===== config.mk =====
export PLATFORM = sky130hd
export DESIGN_NAME = mem_port_arbiter
export DESIGN_NICKNAME = d
export VERILOG_FILES = /design/src/rtl/mem_arb_pkg.sv /design/src/rtl/mem_arb_id_fifo.sv /design/src/rtl/mem_port_arbiter.sv
export SDC_FILE = /design/constraint.sdc
export NUM_CORES = 1
export LEC_CHECK = 0
export CAP_MARGIN = 20
export CORE_MARGIN = 10
export CORE_UTILIZATION = 24
export CTS_CLUSTER_SIZE = 16
export DETAILED_ROUTE_END_ITERATION = 8
export PLACE_DENSITY = 0.8
export SYNTH_ARGS = -nofsm -noshare
export SYNTH_HDL_FRONTEND = slang
export SYNTH_HIERARCHICAL = 1
export SYNTH_SLANG_ARGS = --single-unit

===== constraint.sdc =====
create_clock -name clk -period 2.65 [get_ports clk]
set_clock_uncertainty 0.1 [all_clocks]
set_input_delay 0.53 -clock clk [delete_from_list [all_inputs] [get_ports clk]]
set_output_delay 0.53 -clock clk [all_outputs]
set_load 0.02 [all_outputs]

===== src/rtl/mem_arb_pkg.sv =====
// Shared definitions for the IF/EX memory-port arbiter: requester ids, access sizes, lock states.
package mem_arb_pkg;

    localparam logic ID_INST = 1'b0;
    localparam logic ID_DATA = 1'b1;

    localparam logic [1:0] SIZE_BYTE = 2'd0;
    localparam logic [1:0] SIZE_HALF = 2'd1;
    localparam logic [1:0] SIZE_WORD = 2'd2;

    typedef enum logic [1:0] {
        ST_IDLE   = 2'd0,
        ST_LOCK_I = 2'd1,
        ST_LOCK_D = 2'd2
    } lock_state_t;

endpackage


===== src/rtl/mem_arb_id_fifo.sv =====
// In-order FIFO of requester ids for accepted-but-unanswered transactions (DEPTH power of 2).
module mem_arb_id_fifo #(
    parameter int DEPTH = 2
) (
    input  logic clk,
    input  logic reset,
    input  logic i_push,
    input  logic i_pop,
    input  logic i_din,
    output logic o_head,
    output logic o_full,
    output logic o_empty
);
    localparam int PTR_W = (DEPTH > 1) ? $clog2(DEPTH) : 1;
    localparam int CNT_W = $clog2(DEPTH) + 1;

    logic [DEPTH-1:0] r_mem;
    logic [PTR_W-1:0] r_wr_ptr;
    logic [PTR_W-1:0] r_rd_ptr;
    logic [CNT_W-1:0] r_count;
    logic             w_push;
    logic             w_pop;

    assign o_full  = (r_count == CNT_W'(DEPTH));
    assign o_empty = (r_count == '0);
    assign o_head  = r_mem[r_rd_ptr];
    // Push is gated by the count at cycle start, so a full fifo never accepts even with a pop.
    assign w_push  = i_push && !o_full;
    assign w_pop   = i_pop && !o_empty;

    always_ff @(posedge clk) begin
        if (reset) begin
            r_mem    <= '0;
            r_wr_ptr <= '0;
            r_rd_ptr <= '0;
            r_count  <= '0;
        end else begin
            if (w_push) begin
                r_mem[r_wr_ptr] <= i_din;
                r_wr_ptr        <= r_wr_ptr + 1'b1;
            end
            if (w_pop)
                r_rd_ptr <= r_rd_ptr + 1'b1;
            if (w_push && !w_pop)
                r_count <= r_count + 1'b1;
            else if (w_pop && !w_push)
                r_count <= r_count - 1'b1;
        end
    end

endmodule


===== src/rtl/mem_port_arbiter.sv =====
// Shares one SRAM-like port between inst-fetch and data requesters with in-order response routing.
// Define MEM_ARB_RR_EN for round-robin arbitration in IDLE; default is fixed data priority.
module mem_port_arbiter
    import mem_arb_pkg::*;
#(
    parameter int ADDR_W  = 32,
    parameter int DATA_W  = 32,
    parameter int MAX_OUT = 2
) (
    input  logic              clk,
    input  logic              reset,
    input  logic              i_req,
    input  logic              i_wr,
    input  logic [1:0]        i_size,
    input  logic [ADDR_W-1:0] i_addr,
    output logic              i_addr_ok,
    output logic              i_data_ok,
    output logic [DATA_W-1:0] i_rdata,
    input  logic              d_req,
    input  logic              d_wr,
    input  logic [1:0]        d_size,
    input  logic [3:0]        d_wstrb,
    input  logic [ADDR_W-1:0] d_addr,
    input  logic [DATA_W-1:0] d_wdata,
    output logic              d_addr_ok,
    output logic              d_data_ok,
    output logic [DATA_W-1:0] d_rdata,
    output logic              m_req,
    output logic              m_wr,
    output logic [1:0]        m_size,
    output logic [3:0]        m_wstrb,
    output logic [ADDR_W-1:0] m_addr,
    output logic [DATA_W-1:0] m_wdata,
    input  logic              m_addr_ok,
    input  logic              m_data_ok,
    input  logic [DATA_W-1:0] m_rdata,
    output logic              arb_err
);
    lock_state_t r_state, w_next;
    logic        w_gnt_vld;
    logic        w_gnt_id;
    logic        w_accept;
    logic        w_full;
    logic        w_empty;
    logic        w_head;
    logic        w_pop;
    logic        r_arb_err;
    logic        w_unused_iwr;

    // Instruction requests are always reads; the write flag is deliberately ignored.
    assign w_unused_iwr = i_wr;

`ifdef MEM_ARB_RR_EN
    logic r_rr_ptr;
`endif

    always_comb begin
        w_gnt_vld = 1'b0;
        w_gnt_id  = ID_INST;
        w_next    = r_state;
        case (r_state)
            ST_IDLE: begin
                if (!w_full) begin
                    if (d_req && i_req) begin
                        w_gnt_vld = 1'b1;
`ifdef MEM_ARB_RR_EN
                        w_gnt_id  = r_rr_ptr;
`else
                        w_gnt_id  = ID_DATA;
`endif
                    end else if (d_req) begin
                        w_gnt_vld = 1'b1;
                        w_gnt_id  = ID_DATA;
                    end else if (i_req) begin
                        w_gnt_vld = 1'b1;
                        w_gnt_id  = ID_INST;
                    end
                end
                if (w_gnt_vld && !m_addr_ok)
                    w_next = (w_gnt_id == ID_DATA) ? ST_LOCK_D : ST_LOCK_I;
            end
            ST_LOCK_I: begin
                w_gnt_id = ID_INST;
                if (!i_req) begin
                    w_next = ST_IDLE;
                end else begin
                    w_gnt_vld = !w_full;
                    if (m_addr_ok && !w_full)
                        w_next = ST_IDLE;
                end
            end
            ST_LOCK_D: begin
                w_gnt_id = ID_DATA;
                if (!d_req) begin
                    w_next = ST_IDLE;
                end else begin
                    w_gnt_vld = !w_full;
                    if (m_addr_ok && !w_full)
                        w_next = ST_IDLE;
                end
            end
            default: w_next = ST_IDLE;
        endcase
    end

    always_comb begin
        m_req   = 1'b0;
        m_wr    = 1'b0;
        m_size  = '0;
        m_wstrb = '0;
        m_addr  = '0;
        m_wdata = '0;
        if (w_gnt_vld) begin
            m_req = 1'b1;
            if (w_gnt_id == ID_DATA) begin
                m_wr    = d_wr;
                m_size  = d_size;
                m_wstrb = d_wstrb;
                m_addr  = d_addr;
                m_wdata = d_wdata;
            end else begin
                m_size  = i_size;
                m_addr  = i_addr;
            end
        end
    end

    assign w_accept  = m_req && m_addr_ok;
    assign i_addr_ok = w_accept && (w_gnt_id == ID_INST);
    assign d_addr_ok = w_accept && (w_gnt_id == ID_DATA);

    assign w_pop     = m_data_ok && !w_empty;
    assign i_data_ok = w_pop && (w_head == ID_INST);
    assign d_data_ok = w_pop && (w_head == ID_DATA);
    assign i_rdata   = i_data_ok ? m_rdata : '0;
    assign d_rdata   = d_data_ok ? m_rdata : '0;
    assign arb_err   = r_arb_err;

    mem_arb_id_fifo #(.DEPTH(MAX_OUT)) u_id_fifo (
        .clk     (clk),
        .reset   (reset),
        .i_push  (w_accept),
        .i_pop   (w_pop),
        .i_din   (w_gnt_id),
        .o_head  (w_head),
        .o_full  (w_full),
        .o_empty (w_empty)
    );

    always_ff @(posedge clk) begin
        if (reset) begin
            r_state   <= ST_IDLE;
            r_arb_err <= 1'b0;
        end else begin
            r_state <= w_next;
            if (m_data_ok && w_empty)
                r_arb_err <= 1'b1;
        end
    end

`ifdef MEM_ARB_RR_EN
    always_ff @(posedge clk) begin
        if (reset)
            r_rr_ptr <= ID_INST;
        else if (w_accept)
            r_rr_ptr <= ~w_gnt_id;
    end
`endif

endmodule

# ---- After elaboration in Yosys (flattened, before gate mapping)
# Cells that the tools add are included.
# W data, S select, Z words.
dict set report op_classes {
  add_sub_neg 4
  n_mux 39
  n_bitwise 2
  reduce_logical 23
  n_div 0
  magnitude_cmp 3
  shift 0
  eq_ne 4
  multipliers 0
}
# cell count
set ops {}
lappend ops {{$mux W32} 6}
lappend ops {{$mux W2} 9}
lappend ops {{$mux W1} 17}
lappend ops {{$logic_and A1 B1 Y1} 15}
lappend ops {{$mux W4} 2}
lappend ops {{$pmux W2 S3} 1}
lappend ops {{$logic_not A1 Y1} 5}
lappend ops {{$eq A2 B2 Y1 const B} 2}
lappend ops {{$logic_not A2 Y1} 2}
lappend ops {{$lt A1 B2 Y1 const B} 2}
lappend ops {{$pmux W1 S3} 1}
lappend ops {{$add A1 B1 Y1 const B} 2}
lappend ops {{$add A2 B1 Y2 const B} 1}
lappend ops {{$bwmux W2} 1}
lappend ops {{$eq A2 B1 Y1 const B} 1}
lappend ops {{$ne A2 B2 Y1 const B} 1}
lappend ops {{$not A1 Y1} 2}
lappend ops {{$pmux W1 S2} 1}
lappend ops {{$reduce_bool A2 Y1} 1}
lappend ops {{$sub A2 B1 Y2 const B} 1}
lappend ops {{$demux W1 S1} 1}
lappend ops {{$ge A1 B1 Y1 const B} 1}
dict set report word_totals {
  mem_count 0
  reg_bits 9
  word_cells 81
  mem_bits_ro 0
  ram_bits 0
  in_bits 144
  latchBits 0
  output_inout_bits 141
}

# ---- Logic depth before layout (Yosys ltp)
# Gate-level depths: netlist (run 1).
dict set report logic_depth {
  ltp_word 13
  mapped_depth 11
  ltp_nobuf 11
}

# ---- Modules after synthesis
# Netlist (run 1), hierarchy kept.
# module cells_per_inst area_per_inst_um2 n_inst
set modules_own_cells {}
lappend modules_own_cells {mem_port_arbiter 269 1660.3 1}
lappend modules_own_cells {mem_arb_id_fifo 31 280.3 1}

# ---- Worst setup path before layout (run 1)
# Ideal clock, no wire load.
dict set report synth_path {
  path_kind {register -> register}
  from {register r_state[0]}
  to {register u_id_fifo.r_count[1]}
  required_ns 2.480
  setup_time_ns 0.070
  path_stages_with_launch 11
  t_arrival_ns 2.056
  setup_slack_ns 0.424
  path_cell_list {dfxtp_1 inv_1 ha_1 mux2i_1 o21ai_1 and3_2 inv_1 nor2_1 ha_1 or3_1 a21oi_1}
}
dict set report synth_between {
  elab_chain_cells 8
}
# element line
set synth_rtl {}
lappend synth_rtl {{start: declaration} mem_port_arbiter.sv:39} ;# lock_state_t r_state, w_next;
lappend synth_rtl {{start signal: assignment} mem_port_arbiter.sv:155} ;# r_state <= w_next;
lappend synth_rtl {{$eq A2 B2 Y1 (tied with other cells)} mem_port_arbiter.sv:61} ;# case (r_state)
lappend synth_rtl {{$pmux W1 S3 *} mem_port_arbiter.sv:61}
lappend synth_rtl {{$mux W1 *} mem_port_arbiter.sv:113} ;# if (w_gnt_vld) begin
lappend synth_rtl {{$logic_and A1 B1 Y1 *} mem_port_arbiter.sv:128} ;# assign w_accept = m_req && m_addr_ok;
lappend synth_rtl {{net w_accept} mem_port_arbiter.sv:42} ;# logic w_accept;
lappend synth_rtl {{$logic_and A1 B1 Y1 *} mem_arb_id_fifo.sv:28} ;# assign w_push = i_push && !o_full;
lappend synth_rtl {{net u_id_fifo.w_push} mem_arb_id_fifo.sv:21} ;# logic w_push;
lappend synth_rtl {{$logic_not A1 Y1} mem_arb_id_fifo.sv:46} ;# else if (w_pop && !w_push)
lappend synth_rtl {{$logic_and A1 B1 Y1} mem_arb_id_fifo.sv:46}
lappend synth_rtl {{$reduce_bool A2 Y1 (no line)} -}
lappend synth_rtl {{end signal: assignment} mem_arb_id_fifo.sv:45} ;# r_count <= r_count + 1'b1;
lappend synth_rtl {{end signal: assignment} mem_arb_id_fifo.sv:47} ;# r_count <= r_count - 1'b1;
lappend synth_rtl {{end: declaration} mem_arb_id_fifo.sv:20} ;# logic [CNT_W-1:0] r_count;
# Mark *: on every way through the listed nets, which the timed path passes. The rest lies on a longest branch.
# A chain may end at the register's enable or synchronous reset.

# ---- Worst setup path in the final report (run 1)
dict set report layout_path {
  from {input m_data_ok}
  to {output i_rdata[12]}
}
dict set report layout_between {
  elab_chain_cells 3
}
# element line
set layout_rtl {}
lappend layout_rtl {{start: declaration} mem_port_arbiter.sv:35} ;# input logic m_data_ok,
lappend layout_rtl {{$logic_and A1 B1 Y1} mem_port_arbiter.sv:132} ;# assign w_pop = m_data_ok && !w_empty;
lappend layout_rtl {{$logic_and A1 B1 Y1} mem_port_arbiter.sv:133} ;# assign i_data_ok = w_pop && (w_head == ID_INST);
lappend layout_rtl {{$mux W32} mem_port_arbiter.sv:135} ;# assign i_rdata = i_data_ok ? m_rdata : '0;
lappend layout_rtl {{end: declaration} mem_port_arbiter.sv:18} ;# output logic [DATA_W-1:0] i_rdata,
# No other way between the ends.

==> impl_metrics.ini, run 1 <==
[placed_design]
hpwl_um = 11080
routabilityCongestion = 0.8903
dp_worst_setup_slack_ns = -0.4737
detailed_place.area_mm2 = 0.005041
port_buffers = 283
placed_cells_incl_taps = 693

[synth]
synth_area_per_cell_um2 = 6.469
synth.yosys.warnings = 6
syn_inst = 300
number_of_enable_type_register_cells_in_the_synthesized_netlist = 0
ys_ff_latch = 9
synth-main-ff-cell = sky130_fd_sc_hd__dfxtp_1
synth-seq-area-share_pct = 9.284
post_synth_num_cell_types = 37
synth_nets = 449
async_flop_share_pct = 0
synth_cell_area_mm2 = 0.001941

[power]
p_per_area_mw_per_mm2 = 587.6
clock_power_share_pct = 5.7
p_int_w = 0.001287
worst_ir_drop_vdd_mv = 0.3422
sw_frac_of_total_pct = 52.95
combPwrFrac_pct = 87.6
sequentialPowerShare_pct = 6.7
netSwitchingPower_w = 0.001449
p_leak_nw = 2.432

[final_layout]
drive_above_1_share_pct = 30.60
layoutNonFillerInstCount = 700
regArea_um2 = 182.7
final_cell_area_mm2 = 0.004656
layout.nets = 748
n_antenna_cell = 0
filler_cell_count = 747
area_occupied_by_multi_input_gates_mm2 = 0.001602
synth_to_final_area_change_pct = 139.9

[hold_path]
worst_hold_path.num_cells = 2
timing.hold.worst.class = register to register
holdCritStartpoint = u_id_fifo/r_mem[0]$_SDFFE_PP0P_
timing.hold.worst_endpoint = u_id_fifo/r_mem[0]$_SDFFE_PP0P_

[sta]
final_critical_path_setup_slack_ns = 0.07299
finalCriticalPeriod_ns = 2.577
final-max-slew-violation-count = 0
worst_pin_slew_ns = 0.3646
post-route-period-util_pct = 97.25
worst_slew_margin_rel_pct = 75.61
report.final.setup_viol = 0
achievable-frequency_mhz = 388.0
hold_viol = 0

[outcome]
status = completed

[drt]
detailroute.via_count = 3051
first_pass_iters = 5
route.detailed.drc = 0
initial_drc_count = 181
postRouteWirelength_um = 12900
post_drt_wl_per_cell_um = 18.42
postRouteAntennaNets = 0
drt-vias-per-instance = 4.359

[cts]
cts_max_level = 1
ctsLongestPathBuffers = 2
clk_root_buffer_cell = sky130_fd_sc_hd__clkbuf_8
tritoncts = yes
clock_insertion_delay_worst_skew_ns = 0.23
cts-buffers-inserted = 3
clk_transition_reported_paths_ns = 0.04
clock-sinks = 9

[worst_setup_path]
critPathCaptureType = primary output
crit_path_top_delay_cell = sky130_fd_sc_hd__clkdlybuf4s50_1
worst_r2r_path_depth = 12
crit_path_max_fanout = 17
endpoint_required_time_on_the_critical_path_ns = 2.02
worst-endpoint-arrival_ns = 1.95
worstSetupStartpointType = input pin
reg2reg_from = r_state[0]$_SDFFE_PP0P_
worst-setup-path-type = input pin to primary output
cp_cell_sequence = clkdlybuf4s50_1 > nor2b_4 > and2b_2 > buf_12 > and2_1 > clkdlybuf4s15_2
timing.reg2reg.setup_slack_ns = 0.24
r2r_end = u_id_fifo/r_count[1]$_SDFFE_PP0P_
largest_stage_delay_worst_path_ns = 0.48

[global_routing]
groute.usage.overall_pct = 18.82
grt_remaining_overflow = 0
antenna_found_initial = 0
first_global_vias = 3021
grt_max_degree = 38
grt_first_pass_wirelength_um = 17780

[floorplanning]
die-area_mm2 = 0.01208
ioPinCount = 285
core_mm2 = 0.007807
fp.dieW_um = 109.9
rows = 32
chipHeight_um = 109.9
initial_utilization_pct = 24.86

[job]
drv_cap = 0
-- synth_stat cells (2+ instances only) --
| master | count | area, µm² |
|---|---|---|
| sky130_fd_sc_hd__buf_6 | 6 | 67.56 |
| sky130_fd_sc_hd__a21oi_1 | 12 | 60.06 |
| sky130_fd_sc_hd__dfxtp_1 | 9 | 180.2 |
| sky130_fd_sc_hd__nand2_1 | 70 | 262.8 |
| sky130_fd_sc_hd__ha_1 | 5 | 62.56 |
| sky130_fd_sc_hd__mux2i_1 | 2 | 20.02 |
| sky130_fd_sc_hd__buf_4 | 3 | 22.52 |
| sky130_fd_sc_hd__xor2_1 | 3 | 26.28 |
| sky130_fd_sc_hd__nor2b_1 | 2 | 12.51 |
| sky130_fd_sc_hd__clkbuf_1 | 8 | 30.03 |
| sky130_fd_sc_hd__o21ai_0 | 7 | 35.03 |
| sky130_fd_sc_hd__nor2_1 | 8 | 30.03 |
| sky130_fd_sc_hd__or3_1 | 2 | 12.51 |
| sky130_fd_sc_hd__and2_1 | 71 | 444.2 |
| sky130_fd_sc_hd__nand3_1 | 2 | 10.01 |
| sky130_fd_sc_hd__nand2b_1 | 2 | 12.51 |
| sky130_fd_sc_hd__inv_1 | 5 | 18.77 |
| sky130_fd_sc_hd__buf_2 | 5 | 25.02 |
| sky130_fd_sc_hd__and3_1 | 32 | 200.2 |
| sky130_fd_sc_hd__a21oi_2 | 29 | 254.0 |
-- worst max-delay path: cells and delay by family --
family                 cells  cell delay, ns
and+or+nand+nor            3            0.51
buffers and inverters      3            0.90
-- worst max path at each step --
stage | start | end | slack (ns) | depth (start not counted)
global route | m_data_ok | i_rdata[12] | -0.01 | 6
global placement | d_req | m_addr[15] | -0.43 | 8
floorplan | r_state[0]$_SDFFE_PP0P_ | u_id_fifo/r_count[1]$_SDFFE_PP0P_ | 0.42 | 10
CTS | i_req | m_addr[15] | -0.13 | 7
finish | m_data_ok | i_rdata[12] | 0.07 | 6
detailed placement | d_req | m_addr[15] | -0.47 | 8
-- registers in the layout (all words and copies together) (netlist names) --
name / cells
r_state: 2
u_id_fifo/r_rd_ptr: 1
u_id_fifo/r_count: 2
arb_err: 1
u_id_fifo/r_wr_ptr: 1
u_id_fifo/r_mem: 2
-- power groups by stage --
stage                     registers (W)  clock network [W]  logic [W]
after floorplan                0.000191                  0    0.00138
after global placement         0.000183                  0    0.00267
after detailed placement       0.000184                  0    0.00270
after CTS                      0.000182           0.000166    0.00241
after global routing           0.000185           0.000174    0.00257
final                          0.000183           0.000156    0.00240
-- through the flow --
stage	hold slack [ns]	setup TNS (ns)	total power [W]	util, %
4_1_cts	0.3946	-0.1288	0.002754	60.48
3_5_place_dp	0.3700	-46.22	0.002887	64.57
3_3_place_gp	0.3668	-42.61	0.002848	64.57
2_1_floorplan	0.3440	0	0.001574	-
6_report	0.3905	0	0.002736	59.63
5_1_grt	0.4102	-0.03336	0.002934	59.63
-- final cells by class --
cell class                      instances  area share (%)
Sequential cell                         9           3.924
Tap cell                              102           2.741
Clock buffer                            4          0.9675
Timing Repair Buffer                  316           57.48
Multi-Input combinational cell        263           34.40
Inverter                                6          0.4837
-- per-layer routing --
layer | wire (µm) | global-route usage [%]
met1 | 4645 | 20.52
met2 | 7131 | 35.82
met3 | 908 | 4.154
met4 | 210 | 4.275
met5 | 0 | 0
-- what timing repair did --
action                                  4_1_cts  5_1_grt
endpoints found under the setup margin      139      116
setup buffers                                 0        1
cloned                                        1        1
resized for setup                           401       30
pin swaps                                     2        2
hold buffers                                  0        0
-- cells by family after synthesis --
logic type	after synthesis	synth area share, %
and+or+nand+nor	197	54.16
AOI/OAI and AO/OA	55	21.73
muxes	3	1.612
buffers and inverters	28	8.639
xor gates and xnor gates	3	1.354
adders and majority gates	5	3.224
DFF	9	9.284
-- placed cells by master (no fill, tap or decap), drive strengths merged --
cell type,Yosys,layout
nand2b,2,2
nor3,1,1
o21ai,9,9
clkdlybuf4s50,0,141
nand3,2,2
nand4b,1,1
and3,33,33
clkbuf,8,23
clkdlybuf4s15,0,12
buf,14,107
and2b,1,1
nand2,71,71
nor2,8,8
o21a,1,1
dlygate4sd2,0,36
mux2,1,1
inv,6,6
a21boi,1,1
dlymetal6s2s,0,1
o31a,1,1
xor2,3,3
and2,71,71
a22oi,1,1
or3,2,2
nor2b,4,4
or3b,1,1
a21oi,42,42
ha,5,5
mux2i,2,2
dfxtp,9,9
Power figures use the tool's default switching activity.
==> inputs of run 2 (changes only) <==
==> constraint.sdc (replaced) <==
create_clock -name clk -period 2.65 [get_ports clk]
set_clock_uncertainty 0.1 [all_clocks]
set_input_delay 0.265 -clock clk [delete_from_list [all_inputs] [get_ports clk]]
set_output_delay 0.265 -clock clk [all_outputs]
set_load 0.02 [all_outputs]
==> impl_metrics.ini, run 2 (synthesis results as in run 1) <==
[outcome]
status = completed

[sta]
report.final.setup_viol = 0
finalCriticalPeriod_ns = 2.526
setup-tns-final_ns = 0
post-route-period-util_pct = 95.31
rsz_0062_raised_after_global_routing = false
achievable-frequency_mhz = 395.9
worst_slew_margin_rel_pct = 76.45
hold_viol = 0
worst_pin_slew_ns = 0.3522
final-max-slew-violation-count = 0

[floorplanning]
rows = 32
ioPinCount = 285
initial_utilization_pct = 24.86
core_mm2 = 0.007807
die-area_mm2 = 0.01208
chipHeight_um = 109.9
fp.dieW_um = 109.9

[placed_design]
hpwl_um = 10960
port_buffers = 283
placed_cells_incl_taps = 677
routabilityCongestion = 0.8890

[final_layout]
mostFrequentLayoutCells = 209 x sky130_fd_sc_hd__clkdlybuf4s50_1, 71 x sky130_fd_sc_hd__and2_1, 70 x sky130_fd_sc_hd__nand2_1
most_frequent_standard_cell_in_the_layout_excluding_fill_and_tap_cells = sky130_fd_sc_hd__clkdlybuf4s50_1
synth_to_final_area_change_pct = 150.9
reg_top3 = r_state x2, u_id_fifo/r_count x2, u_id_fifo/r_mem x2
drive_above_1_share_pct = 9.845
layout.nets = 729
filler_cell_count = 744
n_antenna_cell = 0
layoutNonFillerInstCount = 681

[cts]
tritoncts = yes
clock-sinks = 9
clk_transition_reported_paths_ns = 0.05
clk_root_buffer_cell = sky130_fd_sc_hd__clkbuf_8
cts_hold_repair.buffers = 0
cts-buffers-inserted = 3
clock_insertion_delay_worst_skew_ns = 0.23
cts_max_level = 1
cts_setup_buffers = 0
ctsLongestPathBuffers = 2

[worst_setup_path]
worst-endpoint-arrival_ns = 2.16
crit_path_top_delay_cell = sky130_fd_sc_hd__clkdlybuf4s50_1
crit_path_max_fanout = 33
endpoint_required_time_on_the_critical_path_ns = 2.29
cp_cell_sequence = mux2_2 > and2b_1 > buf_12 > and2_1 > clkdlybuf4s50_1
worst_r2r_path_depth = 10
worst-setup-path-type = register to primary output
worstPathBufferInverterCount = 2
worstSetupStartpointType = register
path_delay_family = buffers and inverters
critPathCaptureType = primary output
largest_stage_delay_worst_path_ns = 0.63
crit_cells = 5

[global_routing]
grt_first_pass_wirelength_um = 17640
antenna_found_initial = 0
grt_max_degree = 38
grt_remaining_overflow = 0
groute.usage.overall_pct = 18.72
first_global_vias = 2957

[power]
p_int_w = 0.001322
sequentialPowerShare_pct = 6.9
netSwitchingPower_w = 0.001413
p_per_area_mw_per_mm2 = 561.7
worst_ir_drop_vdd_mv = 0.3811
sw_frac_of_total_pct = 51.66
p_leak_nw = 2.251
clock_power_share_pct = 5.9
combPwrFrac_pct = 87.2

[drt]
route.met3.wl_um = 922
met2RoutedLength_um = 7119
route.detailed.drc = 0
postRouteWirelength_um = 12590
detail_route.wirelength.met1_um = 4358
first_pass_iters = 4
highest_routed_metal_layer = met4
detailroute.via_count = 3035
drt-vias-per-instance = 4.457
post_drt_wl_per_cell_um = 18.49
initial_drc_count = 126
postRouteAntennaNets = 0

[hold_path]
worst_hold_path.num_cells = 2
timing.hold.worst.class = register to register

[job]
drv_cap = 0
run 2: through the flow:
stage | instance area (µm²) | power [W] | util, % | hold slack (ns) | setup slack, ns
4_1_cts | 4862 | 0.002762 | 62.28 | 0.3899 | 0.07551
3_5_place_dp | 4908 | 0.002800 | 62.87 | 0.3652 | 0.01265
3_3_place_gp | 4908 | 0.002762 | 62.87 | 0.3638 | 0.07981
5_1_grt | 4870 | 0.002929 | 62.37 | 0.4088 | 0.004506
2_1_floorplan | 1941 | 0.001574 | - | 0.2341 | 0.4240
6_report | 4870 | 0.002735 | 62.37 | 0.3841 | 0.1243
run 2: area by class of cell:
type / count / area, µm² / area share, %
Timing Repair Buffer: 297 / 2902 / 59.58
Multi-Input combinational cell: 263 / 1593 / 32.71
Sequential cell: 9 / 180.2 / 3.700
Tap cell: 102 / 127.6 / 2.621
Clock buffer: 4 / 45.04 / 0.9250
Inverter: 6 / 22.52 / 0.4625
run 2: worst paths after layout:
check	start	end	slack, ns
hold / removal	u_id_fifo/r_mem[0]$_SDFFE_PP0P_	u_id_fifo/r_mem[0]$_SDFFE_PP0P_	0.38
setup / recovery	u_id_fifo/r_rd_ptr$_SDFFE_PP0P_	i_rdata[31]	0.12
setup reg to reg	r_state[0]$_SDFFE_PP0P_	u_id_fifo/r_count[1]$_SDFFE_PP0P_	0.13
hold reg to reg	u_id_fifo/r_mem[0]$_SDFFE_PP0P_	u_id_fifo/r_mem[0]$_SDFFE_PP0P_	0.38
run 2: worst min-delay path, delay by kind of cell, from the launching register on:
family / cells / cell delay [ns]
simple gates: 1 / 0.06
mux: 1 / 0.07
flops: 1 / 0.30
run 2: power by group through the flow:
stage / clock network [W] / logic, W / registers (W)
floorplan: 0 / 0.00138 / 0.000191
global placement: 0 / 0.00257 / 0.000191
detailed placement: 0 / 0.00261 / 0.000192
CTS: 0.000167 / 0.00240 / 0.000190
global route: 0.000178 / 0.00256 / 0.000194
finish: 0.000161 / 0.00238 / 0.000190
run 2: per-layer routing:
| metal | up-vias | global-route usage [%] |
|---|---|---|
| met4 | 0 | 5.483 |
| li1 | 1537 | - |
| met2 | 122 | 36.28 |
| met1 | 1363 | 19.82 |
| met5 | - | 0 |
| met3 | 13 | 3.511 |
run 2: what timing repair did:
item	in CTS	in global routing
gates resized for setup	73	9
pin swaps	0	0
cloned	0	0
setup endpoints to repair	73	21
